<file path="config.mk">
export PLATFORM = sky130hd
export DESIGN_NAME = id_pipe
export DESIGN_NICKNAME = d
export VERILOG_FILES = /design/src/rtl/id_pkg.sv /design/src/rtl/id_dec_core.sv /design/src/rtl/id_pipe.sv
export SDC_FILE = /design/constraint.sdc
export NUM_CORES = 1
export LEC_CHECK = 0
export CORE_MARGIN = 2
export CORE_UTILIZATION = 40
export CTS_BUF_LIST = sky130_fd_sc_hd__clkbuf_4
export DETAILED_ROUTE_END_ITERATION = 12
export PLACE_DENSITY = 0.78
export SYNTH_ARGS = -nofsm -noshare
export SYNTH_HDL_FRONTEND = slang
export SYNTH_SLANG_ARGS = --single-unit
</file>
<file path="constraint.sdc">
create_clock -name CLK -period 1.8 [get_ports CLK]
set_input_delay 0.36 -clock CLK [delete_from_list [all_inputs] [get_ports CLK]]
set_output_delay 0.36 -clock CLK [all_outputs]
set_load 0.03 [all_outputs]
</file>
<file path="src/rtl/id_pkg.sv">
// Shared types for the instruction-decode pipe: opcodes, register/source
// codes, jump conditions and the control FSM states.
package id_pkg;

    typedef enum logic [3:0] {
        OP_ADD = 4'b0000,
        OP_SUB = 4'b0001,
        OP_OR  = 4'b0010,
        OP_AND = 4'b0011,
        OP_XOR = 4'b0100,
        OP_NOT = 4'b0101,
        OP_ST  = 4'b0110,
        OP_LD  = 4'b0111,
        OP_NOP = 4'b1010,
        OP_JMP = 4'b1111
    } op_code_t;

    // Register-field codes; R0..R3 and DM0..DM3 are families selected by
    // the low two bits, the immediate selector is a single code.
    typedef enum logic [3:0] {
        REG_R0  = 4'b0000,
        REG_R1  = 4'b0001,
        REG_R2  = 4'b0010,
        REG_R3  = 4'b0011,
        REG_IMM = 4'b0100,
        REG_DM0 = 4'b1100,
        REG_DM1 = 4'b1101,
        REG_DM2 = 4'b1110,
        REG_DM3 = 4'b1111
    } reg_code_t;

    // ALU operand source select; NS means "no source".
    typedef enum logic [1:0] {
        SRC_RF = 2'b00,
        SRC_ID = 2'b01,
        SRC_NS = 2'b10,
        SRC_DM = 2'b11
    } aux_src_t;

    // Jump conditions, encoded as the low bits of the register field.
    typedef enum logic [1:0] {
        JC_ALWAYS = 2'b00,
        JC_Z      = 2'b01,
        JC_S      = 2'b10
    } jmp_cond_t;

    typedef enum logic [1:0] {
        S_IDLE,
        S_WAIT_FLAG,
        S_MEM,
        S_OUT
    } state_t;

    function automatic logic cond_met(input jmp_cond_t jc, input logic z, input logic s);
        case (jc)
            JC_ALWAYS: return 1'b1;
            JC_Z:      return z;
            JC_S:      return s;
            default:   return 1'b0;
        endcase
    endfunction

endpackage

</file>
<file path="src/rtl/id_dec_core.sv">
// Pure combinational instruction decoder: splits the instruction into
// op/reg/imm and produces the control bundle for one instruction.
module id_dec_core
    import id_pkg::*;
#(
    parameter int DATA_W = 8,
    parameter int JMP_W  = 5,
    parameter int DM_AW  = 10
) (
    input  logic [8+DATA_W-1:0] instr,
    output logic [3:0]          alu_op,
    output aux_src_t            src,
    output logic [1:0]          rf_addr,
    output logic [DM_AW-1:0]    dm_addr,
    output logic [DATA_W-1:0]   imm,
    output logic [JMP_W-1:0]    jmp_addr,
    output logic                rf_en,
    output logic                dm_we,
    output logic                acc_en,
    output logic                uses_dm,
    output logic                jmp,
    output jmp_cond_t           jmp_cond,
    output logic                illegal
);
    localparam int INSTR_W = 8 + DATA_W;

    logic [3:0]        op;
    logic [3:0]        rc;
    logic [DATA_W+1:0] dm_raw;
    aux_src_t          cls;
    logic              cls_ok;

    assign op       = instr[INSTR_W-1 -: 4];
    assign rc       = instr[DATA_W+3:DATA_W];
    assign imm      = instr[DATA_W-1:0];
    assign jmp_addr = instr[DATA_W-1 -: JMP_W];
    assign rf_addr  = rc[1:0];
    assign dm_raw   = {rc[1:0], imm};

    // Data-memory address is {reg[1:0], imm}, zero-extended or truncated.
    generate
        if (DM_AW > DATA_W + 2) begin : g_dm_ext
            assign dm_addr = {{(DM_AW-DATA_W-2){1'b0}}, dm_raw};
        end else if (DM_AW == DATA_W + 2) begin : g_dm_eq
            assign dm_addr = dm_raw;
        end else begin : g_dm_trunc
            assign dm_addr = dm_raw[DM_AW-1:0];
        end
    endgenerate

    // Classify the register field as an operand source.
    always_comb begin
        cls    = SRC_NS;
        cls_ok = 1'b1;
        if (rc[3:2] == 2'b00)       cls = SRC_RF;
        else if (rc == REG_IMM)     cls = SRC_ID;
        else if (rc[3:2] == 2'b11)  cls = SRC_DM;
        else                        cls_ok = 1'b0;
    end

    // Opcode decode; anything not explicitly legal falls back to a NOP bundle.
    always_comb begin
        // NOTE: every output gets a default first so no path can infer a latch.
        alu_op   = OP_NOP;
        src      = SRC_NS;
        rf_en    = 1'b0;
        dm_we    = 1'b0;
        acc_en   = 1'b0;
        uses_dm  = 1'b0;
        jmp      = 1'b0;
        jmp_cond = JC_ALWAYS;
        illegal  = 1'b0;
        case (op)
            OP_ADD, OP_SUB, OP_OR, OP_AND, OP_XOR, OP_NOT, OP_LD: begin
                if (cls_ok) begin
                    alu_op  = op;
                    src     = cls;
                    acc_en  = 1'b1;
                    uses_dm = (cls == SRC_DM);
                end else begin
                    illegal = 1'b1;
                end
            end
            OP_ST: begin
                if (cls_ok && cls == SRC_RF) begin
                    rf_en = 1'b1;
                end else if (cls_ok && cls == SRC_DM) begin
                    dm_we   = 1'b1;
                    uses_dm = 1'b1;
                end else begin
                    illegal = 1'b1;
                end
            end
            OP_JMP: begin
                case (rc)
                    4'b0000: begin jmp = 1'b1; jmp_cond = JC_ALWAYS; end
                    4'b0001: begin jmp = 1'b1; jmp_cond = JC_Z;      end
                    4'b0010: begin jmp = 1'b1; jmp_cond = JC_S;      end
                    default: illegal = 1'b1;
                endcase
            end
            OP_NOP: ;
            default: illegal = 1'b1;
        endcase
    end

endmodule

</file>
<file path="src/rtl/id_pipe.sv">
// Instruction-decode pipeline stage: accepts one instruction at a time,
// waits for pending ALU flags or data-memory completion when needed, and
// presents a registered control bundle until the consumer takes it.
module id_pipe
    import id_pkg::*;
#(
    parameter int DATA_W = 8,
    parameter int JMP_W  = 5,
    parameter int DM_AW  = 10
) (
    input  logic                CLK,
    input  logic                RST,
    input  logic [8+DATA_W-1:0] ID_IN,
    input  logic                ID_VALID,
    output logic                ID_READY,
    input  logic                FR_Z,
    input  logic                FR_S,
    input  logic                FR_VALID,
    input  logic                DM_ACK,
    input  logic                OUT_READY,
    output logic                OUT_VALID,
    output logic                JMP,
    output logic [JMP_W-1:0]    JMP_ADDR,
    output logic                RF_EN,
    output logic [1:0]          RF_ADDR,
    output logic                DM_EN,
    output logic                DM_WE,
    output logic [DM_AW-1:0]    DM_ADDR,
    output logic [1:0]          ALU_MUX_SRC,
    output logic [DATA_W-1:0]   ID_OUT,
    output logic [3:0]          ALU_OP,
    output logic                ACC_EN,
    output logic                ILLEGAL
);
    localparam int INSTR_W = 8 + DATA_W;

    state_t state_q, state_d;

    logic [3:0]        dec_alu_op;
    aux_src_t          dec_src;
    logic [1:0]        dec_rf_addr;
    logic [DM_AW-1:0]  dec_dm_addr;
    logic [DATA_W-1:0] dec_imm;
    logic [JMP_W-1:0]  dec_jmp_addr;
    logic              dec_rf_en, dec_dm_we, dec_acc_en, dec_uses_dm;
    logic              dec_jmp, dec_illegal;
    jmp_cond_t         dec_cond;

    logic [3:0]        alu_op_q;
    aux_src_t          src_q;
    logic [1:0]        rf_addr_q;
    logic [DM_AW-1:0]  dm_addr_q;
    logic [DATA_W-1:0] id_out_q;
    logic [JMP_W-1:0]  jmp_addr_q;
    logic              rf_en_q, dm_we_q, acc_en_q, jmp_q, illegal_q;
    jmp_cond_t         cond_q;

    logic z_q, s_q, flag_pend;
    logic eff_z, eff_s;
    logic accept, out_fire;
    logic idle, out_valid, dm_en;

    id_dec_core #(
        .DATA_W (DATA_W),
        .JMP_W  (JMP_W),
        .DM_AW  (DM_AW)
    ) u_dec (
        .instr    (ID_IN[INSTR_W-1:0]),
        .alu_op   (dec_alu_op),
        .src      (dec_src),
        .rf_addr  (dec_rf_addr),
        .dm_addr  (dec_dm_addr),
        .imm      (dec_imm),
        .jmp_addr (dec_jmp_addr),
        .rf_en    (dec_rf_en),
        .dm_we    (dec_dm_we),
        .acc_en   (dec_acc_en),
        .uses_dm  (dec_uses_dm),
        .jmp      (dec_jmp),
        .jmp_cond (dec_cond),
        .illegal  (dec_illegal)
    );

    // A flag update arriving in the same cycle as acceptance is used directly.
    assign eff_z    = FR_VALID ? FR_Z : z_q;
    assign eff_s    = FR_VALID ? FR_S : s_q;
    assign accept   = ID_VALID & ID_READY;
    assign out_fire = out_valid & OUT_READY;

    // State register; reset drops any in-flight instruction at once.
    always_ff @(posedge CLK or posedge RST) begin
        // NOTE: sequential state uses non-blocking assignments only.
        if (RST) state_q <= S_IDLE;
        else     state_q <= state_d;
    end

    // Next-state logic and state-decoded handshake outputs.
    always_comb begin
        state_d   = state_q;
        idle      = 1'b0;
        out_valid = 1'b0;
        dm_en     = 1'b0;
        case (state_q)
            S_IDLE: begin
                idle = 1'b1;
                if (accept) begin
                    if (dec_jmp && dec_cond != JC_ALWAYS && flag_pend && !FR_VALID)
                        state_d = S_WAIT_FLAG;
                    else if (dec_uses_dm)
                        state_d = S_MEM;
                    else
                        state_d = S_OUT;
                end
            end
            S_WAIT_FLAG: if (FR_VALID) state_d = S_OUT;
            S_MEM: begin
                dm_en = 1'b1;
                if (DM_ACK) state_d = S_OUT;
            end
            S_OUT: begin
                out_valid = 1'b1;
                if (OUT_READY) state_d = S_IDLE;
            end
            default: state_d = S_IDLE;
        endcase
    end

    // Control bundle, captured on acceptance; jump resolved late when waiting.
    always_ff @(posedge CLK or posedge RST) begin
        if (RST) begin
            alu_op_q   <= OP_NOP;
            src_q      <= SRC_NS;
            rf_addr_q  <= '0;
            dm_addr_q  <= '0;
            id_out_q   <= '0;
            jmp_addr_q <= '0;
            rf_en_q    <= 1'b0;
            dm_we_q    <= 1'b0;
            acc_en_q   <= 1'b0;
            jmp_q      <= 1'b0;
            illegal_q  <= 1'b0;
            cond_q     <= JC_ALWAYS;
        end else if (accept) begin
            alu_op_q   <= dec_alu_op;
            src_q      <= dec_src;
            rf_addr_q  <= dec_rf_addr;
            dm_addr_q  <= dec_dm_addr;
            id_out_q   <= dec_imm;
            jmp_addr_q <= dec_jmp_addr;
            rf_en_q    <= dec_rf_en;
            dm_we_q    <= dec_dm_we;
            acc_en_q   <= dec_acc_en;
            jmp_q      <= dec_jmp & cond_met(dec_cond, eff_z, eff_s);
            illegal_q  <= dec_illegal;
            cond_q     <= dec_cond;
        end else if (state_q == S_WAIT_FLAG && FR_VALID) begin
            jmp_q <= cond_met(cond_q, FR_Z, FR_S);
        end
    end

    // Registered ALU flags and the "flags not yet reported" marker.
    always_ff @(posedge CLK or posedge RST) begin
        if (RST) begin
            z_q       <= 1'b0;
            s_q       <= 1'b0;
            flag_pend <= 1'b0;
        end else begin
            if (FR_VALID) begin
                z_q <= FR_Z;
                s_q <= FR_S;
            end
            if (out_fire && acc_en_q) flag_pend <= 1'b1;
            else if (FR_VALID)        flag_pend <= 1'b0;
        end
    end

    assign ID_READY    = idle & ~RST;
    assign OUT_VALID   = out_valid;
    assign DM_EN       = dm_en;
    assign DM_WE       = dm_en & dm_we_q;
    assign RF_EN       = out_valid & rf_en_q;
    assign ACC_EN      = out_valid & acc_en_q;
    assign JMP         = out_valid & jmp_q;
    assign ILLEGAL     = out_valid & illegal_q;
    assign JMP_ADDR    = jmp_addr_q;
    assign RF_ADDR     = rf_addr_q;
    assign DM_ADDR     = dm_addr_q;
    assign ALU_MUX_SRC = src_q;
    assign ID_OUT      = id_out_q;
    assign ALU_OP      = alu_op_q;

endmodule

</file>
; Word level (Yosys, flattened, before mapping)
; Cells that the tools add are included.
[op_classes]
eq_ne = 25
mux = 47
bitwise = 10
reduce_logical = 21
[op_table]
columns = cell, n
row1 = $mux 1, 29
row2 = $eq 4x3->1 const B, 5
row3 = $mux 2, 10
row4 = $eq 2x2->1 const B, 6
row5 = $eq 4x2->1 const B, 3
row6 = $logic_not 2->1, 5
row7 = $and 1x1->1, 9
row8 = $eq 4x1->1 const B, 2
row9 = $eq 4x4->1 const B, 2
row10 = $logic_not 4->1, 2
row11 = $mux 4, 2
row12 = $ne 2x2->1 const B, 4
row13 = $pmux 2 s4, 1
row14 = $logic_and 1x1->1, 7
row15 = $reduce_or 7->1, 1
row16 = $eq 2x1->1 const B, 3
row17 = $pmux 1 s3, 2
row18 = $reduce_bool 2->1, 3
row19 = $pmux 1 s4, 1
row20 = $pmux 2 s2, 1
row21 = $reduce_and 4->1, 1
row22 = $reduce_or 3->1, 1
row23 = $pmux 1 s2, 1
row24 = $logic_not 1->1, 1
row25 = $not 1->1, 1
[word_totals]
register_bits = 43
inputBits = 24
output_inout_bits = 39

; Longest topological paths before layout
[logic_depth]
word_depth = 13
ltp_mapped = 8
ltp_nobuf = 6

; Modules after synthesis
; From an unflattened synthesis, not the netlist that was laid out.
[hier_totals]
cells_unflattened = 188
area_unflattened_um2 = 2414.8
[modules_own_cells]
columns = module, n_inst, cells_each, area_each_um2
row1 = id_pipe, 1, 129, 1979.4
row2 = id_dec_core, 1, 59, 435.4

; Least setup slack after synthesis
; OpenSTA, ideal clock, no wires.
[synth_path]
path_type = register to register
from = register state_q[0]
to = register state_q[0]
setup_ns = 0.125
t_arrival_ns = 1.696
slack_ns = -0.021
path_stages_with_launch = 7
n_path_buf = 0
synth_period_minus_slack_ns = 1.821
cell_sequence = dfrtp_1 > inv_1 > ha_1 > nor2b_4 > nand2_2 > a221oi_2 > mux2_2
[synth_via]
elab_chain_len = 6
word_cells_on_any_way = 13
[synth_lines]
columns = element, line
row1 = start: declaration, id_pipe.sv:37  ; state_t state_q, state_d;
row2 = start signal: assignment, id_pipe.sv:94  ; else state_q <= state_d;
row3 = $logic_not 2->1, id_pipe.sv:103  ; case (state_q)
row4 = $mux 1, id_pipe.sv:103
row5 = $and 1x1->1, id_pipe.sv:177  ; assign ID_READY = idle & ~RST;
row6 = named net ID_READY, id_pipe.sv:15  ; output logic ID_READY,
row7 = $and 1x1->1, id_pipe.sv:87  ; assign accept = ID_VALID & ID_READY;
row8 = $ne 2x2->1 (no source line), --
row9 = $reduce_and 4->1 (no source line), --
; The timed path passes the listed nets, and every way through them passes these cells.
; A chain may end at the register's enable or synchronous reset.

; Worst setup path after layout
[layout_path]
from = register state_q[0]
to = output ID_READY
[layout_via]
elab_chain_len = 3
[layout_lines]
columns = element, line
row1 = $logic_not 2->1, id_pipe.sv:103
row2 = $mux 1, id_pipe.sv:103
row3 = $and 1x1->1, id_pipe.sv:177
row4 = end: declaration, id_pipe.sv:15
; Every way passes these cells.

==> run_results.csv <==
group,metric,value,unit
timing,finalCritPeriodShare,99.7,%
power,power_density,1510,nW/um^2
final_layout,n_antenna_cell,0,
timing,timing.final.ws_setup,5.78,ps
setup_path,worstSetupEndpointType,"output pin",
setup_path,worstReg2RegStart,"state_q[0]$_DFFE_PP0P_",
logic_synthesis,synth_common_cells,"nand2_1 (47), dfrtp_1 (25), buf_4 (15)",
grt,use_met3,3.21,%
setup_path,reg2regPathDepth,6,
placed_design,hpwlAfterDp,2.95,mm
setup_path,cp_common_cell,"buf_6",
setup_path,path_cells,"inv_2 -> ha_4 -> nor2b_4 -> buf_6 -> buf_6",
clock_network,cts_buffers,3,
routing,ant_nets,0,
routing,drt_wl_total,4.04,mm
timing,setup_viol,0,
power,leakagePower,1.49,nW
logic_synthesis,synth_cell_types,37,
grt,grt_pass1_wl,6.06,mm
status,outcome,"completed",
floorplanning,die_area,4440,um^2
clock_network,clkTransAtPathRegs,150,ps
clock_network,cts_tree,"yes",
clock_network,postCtsHoldBufs,0,
setup_path,cpMaxStageDelayCell,"dfrtp_1",
logic_synthesis,syn_avg_cell_area,9.28,um^2
floorplanning,floorplan.rows,22,
placed_design,post-place-ws,-141,ps
placed_design,io_buffers,62,
routing,via_per_inst,4.89,
setup_path,critPathMaxFanout,4,
floorplanning,die_h,66.6,um
timing,fin_setup_tns,0,ps
logic_synthesis,ys_warn_count,0,
clock_network,clockBufferDepth,2,
timing,slew_headroom,68.3,%
logic_synthesis,syn_nets,202,
setup_path,cp_data_arrival_time,1430,ps
timing,hold_viol_final,0,
logic_synthesis,synthCells,169,
setup_path,critPathLaunchType,"flip-flop",
power,peakVddDrop,0.550,mV
placed_design,dp.cells,280,
clock_network,clk_latency,340,ps
setup_path,worstPathRequired,1440,ps
grt,overflow,0,
setup_path,cpPeakStageDelay,450,ps
final_layout,area_delta_synth_final,57.5,%
grt,use_met2,32.0,%
logic_synthesis,synth_edf_count,0,
timing,final.min_clock_period,1790,ps
grt,use_met1,21.9,%
setup_path,timing.rr.end,"state_q[1]$_DFFE_PP0P_",
logic_synthesis,syn-cell-area,1570,um^2
logic_synthesis,yosysTopAreaCell,"dfrtp_1",
logic_synthesis,ys_seq_area_share,44.9,%
timing,worst_pin_slew,470,ps
grt,grt_usage,18.2,%
grt,antenna_found_initial,0,
routing,drc,0,
logic_synthesis,synth_most_common_cell,"nand2_1",
min_path,hold_class,"input port to asynchronous set/reset pin",
logic_synthesis,yosys.area.top_type_share,39.9,%
routing,wl_per_cell,13.9,um
clock_network,root_buffer,"clkbuf_4",
routing,drt_pass1_iterations,4,
power,finalPower,3.72,mW
setup_path,crit_type,"flip-flop to output pin",
final_layout,fin_nets,277,
grt,top_usage_layer,"met2",
logic_synthesis,yosys-top-cells-area,"dfrtp_1 (40%), nand2_1 (11%), buf_4 (7.2%)",
logic_synthesis,synth_seq_cells,28,
grt,grt_pass1_vias,1345,
floorplanning,die_w,66.6,um
logic_synthesis,synth-async-reset-ratio,100,%
grt,grt_max_degree,29,
clock_network,cts_sinks,28,
timing,grt_setup_unrepaired,"true",
floorplanning,pin_count,63,
final_layout,drive_gt1_share,25.5,%
placed_design,gp_congestion,0.772,
logic_synthesis,synth-main-ff-cell,"dfrtp_1",
clock_network,h-tree-depth,1,
floorplanning,initial_core_util,42.2,%
routing,drtIter0Drc,42,
timing,slew_viol_final,0,
timing,max_freq,557,MHz
routing,vias,1424,
setup_path,ff2ff_setup_slack,70,ps
final_layout,final_cells,291,
timing,finClkSkew,7.01,ps
floorplanning,design.core.area,3720,um^2
flow_run,maxCapViolations,0,
-- layer usage --
| metal | share of wire, % | vias up | wire length [um] |
|---|---|---|---|
| met4 | 1.3 | 0 | 51 |
| met1 | 42 | 670 | 1680 |
| met5 | 0 | - | 0 |
| met2 | 49 | 54 | 1990 |
| met3 | 7.9 | 4 | 319 |
| li1 | - | 696 | - |
-- worst max-delay path, delay by kind of cell, from the launching register on --
kind,cells,cell delay [ps]
flops,1,450
fa+ha+maj,1,140
simple gates,1,170
buf+inv,3,340
-- final cells by class --
| type | instances | area, um^2 |
|---|---|---|
| Multi-Input combinational cell | 110 | 732 |
| Tap cell | 48 | 60.1 |
| Fill cell | 304 | 1250 |
| Sequential cell | 28 | 704 |
| Inverter | 11 | 41.3 |
| Timing Repair Buffer | 90 | 905 |
| Clock inverter | 1 | 3.75 |
| Clock buffer | 3 | 22.5 |
-- stage by stage --
stage / instance area [um^2] / hold slack, ps / util [%]
after floorplan: 1580 / 423 / -
after global placement: 2260 / 444 / 60.7
final: 2470 / 465 / 66.4
after detailed placement: 2260 / 448 / 60.7
after CTS: 2330 / 467 / 62.7
after global routing: 2470 / 481 / 66.4
-- report_power, final --
| group | switching, mW | internal [mW] |
|---|---|---|
| clock network | 0.186 | 0.0817 |
| registers | 0.165 | 0.880 |
| logic | 1.34 | 1.07 |
| total | 1.69 | 2.03 |
-- timing repair --
item	4_1_cts	5_1_grt
gates resized for setup	11	44
pin swaps	1	2
endpoints found under the setup margin	12	38
buffers inserted	4	3
hold endpoints to repair	0	0
-- cell families (layout without fill, tap and decap cells) --
logic type / Yosys count / after routing / share of synthesized area, %
AND/OR/NAND/NOR: 74 / 74 / 21.9
buffers and inverters: 31 / 105 / 11.7
flip-flops: 28 / 28 / 44.9
AO/OA/AOI/OAI: 22 / 22 / 10.6
adder cells (fa/ha/maj): 9 / 9 / 7.18
multiplexers: 4 / 4 / 3.11
XOR/XNOR: 1 / 1 / 0.559
-- registers in the layout, summed over array words and instances (netlist names), 2 cells and up --
register     flops
ALU_MUX_SRC      2
RF_ADDR          2
ALU_OP           4
DM_ADDR          8
cond_q           2
state_q          2
-- worst max-delay path by stage --
stage                        endpoint                    from
2_1_floorplan  state_q[0]$_DFFE_PP0P_  state_q[0]$_DFFE_PP0P_
3_3_place_gp    illegal_q$_DFFE_PP0P_               ID_IN[10]
3_5_place_dp    illegal_q$_DFFE_PP0P_               ID_IN[10]
4_1_cts                    DM_ADDR[7]  DM_ADDR[7]$_DFFE_PP0P_
5_1_grt                      ID_READY  state_q[0]$_DFFE_PP0P_
6_report                     ID_READY  state_q[0]$_DFFE_PP0P_
-- placed cells by master, fill, tap and decap left out, types with 3 or more instances in the layout --
| cell | n |
|---|---|
| nand3_1 | 3 |
| dfrtp_1 | 25 |
| dfstp_2 | 3 |
| mux2_2 | 3 |
| clkbuf_4 | 3 |
| and2_4 | 5 |
| clkdlybuf4s50_1 | 24 |
| inv_1 | 9 |
| a22o_1 | 3 |
| nand2_1 | 47 |
| a31oi_1 | 4 |
| nor2_1 | 8 |
| dlymetal6s2s_1 | 27 |
| dlygate4sd2_1 | 3 |
| ha_1 | 6 |
| buf_4 | 26 |
| o21ai_0 | 4 |
| buf_6 | 8 |
Note: power is estimated with default switching activity, not from simulation.
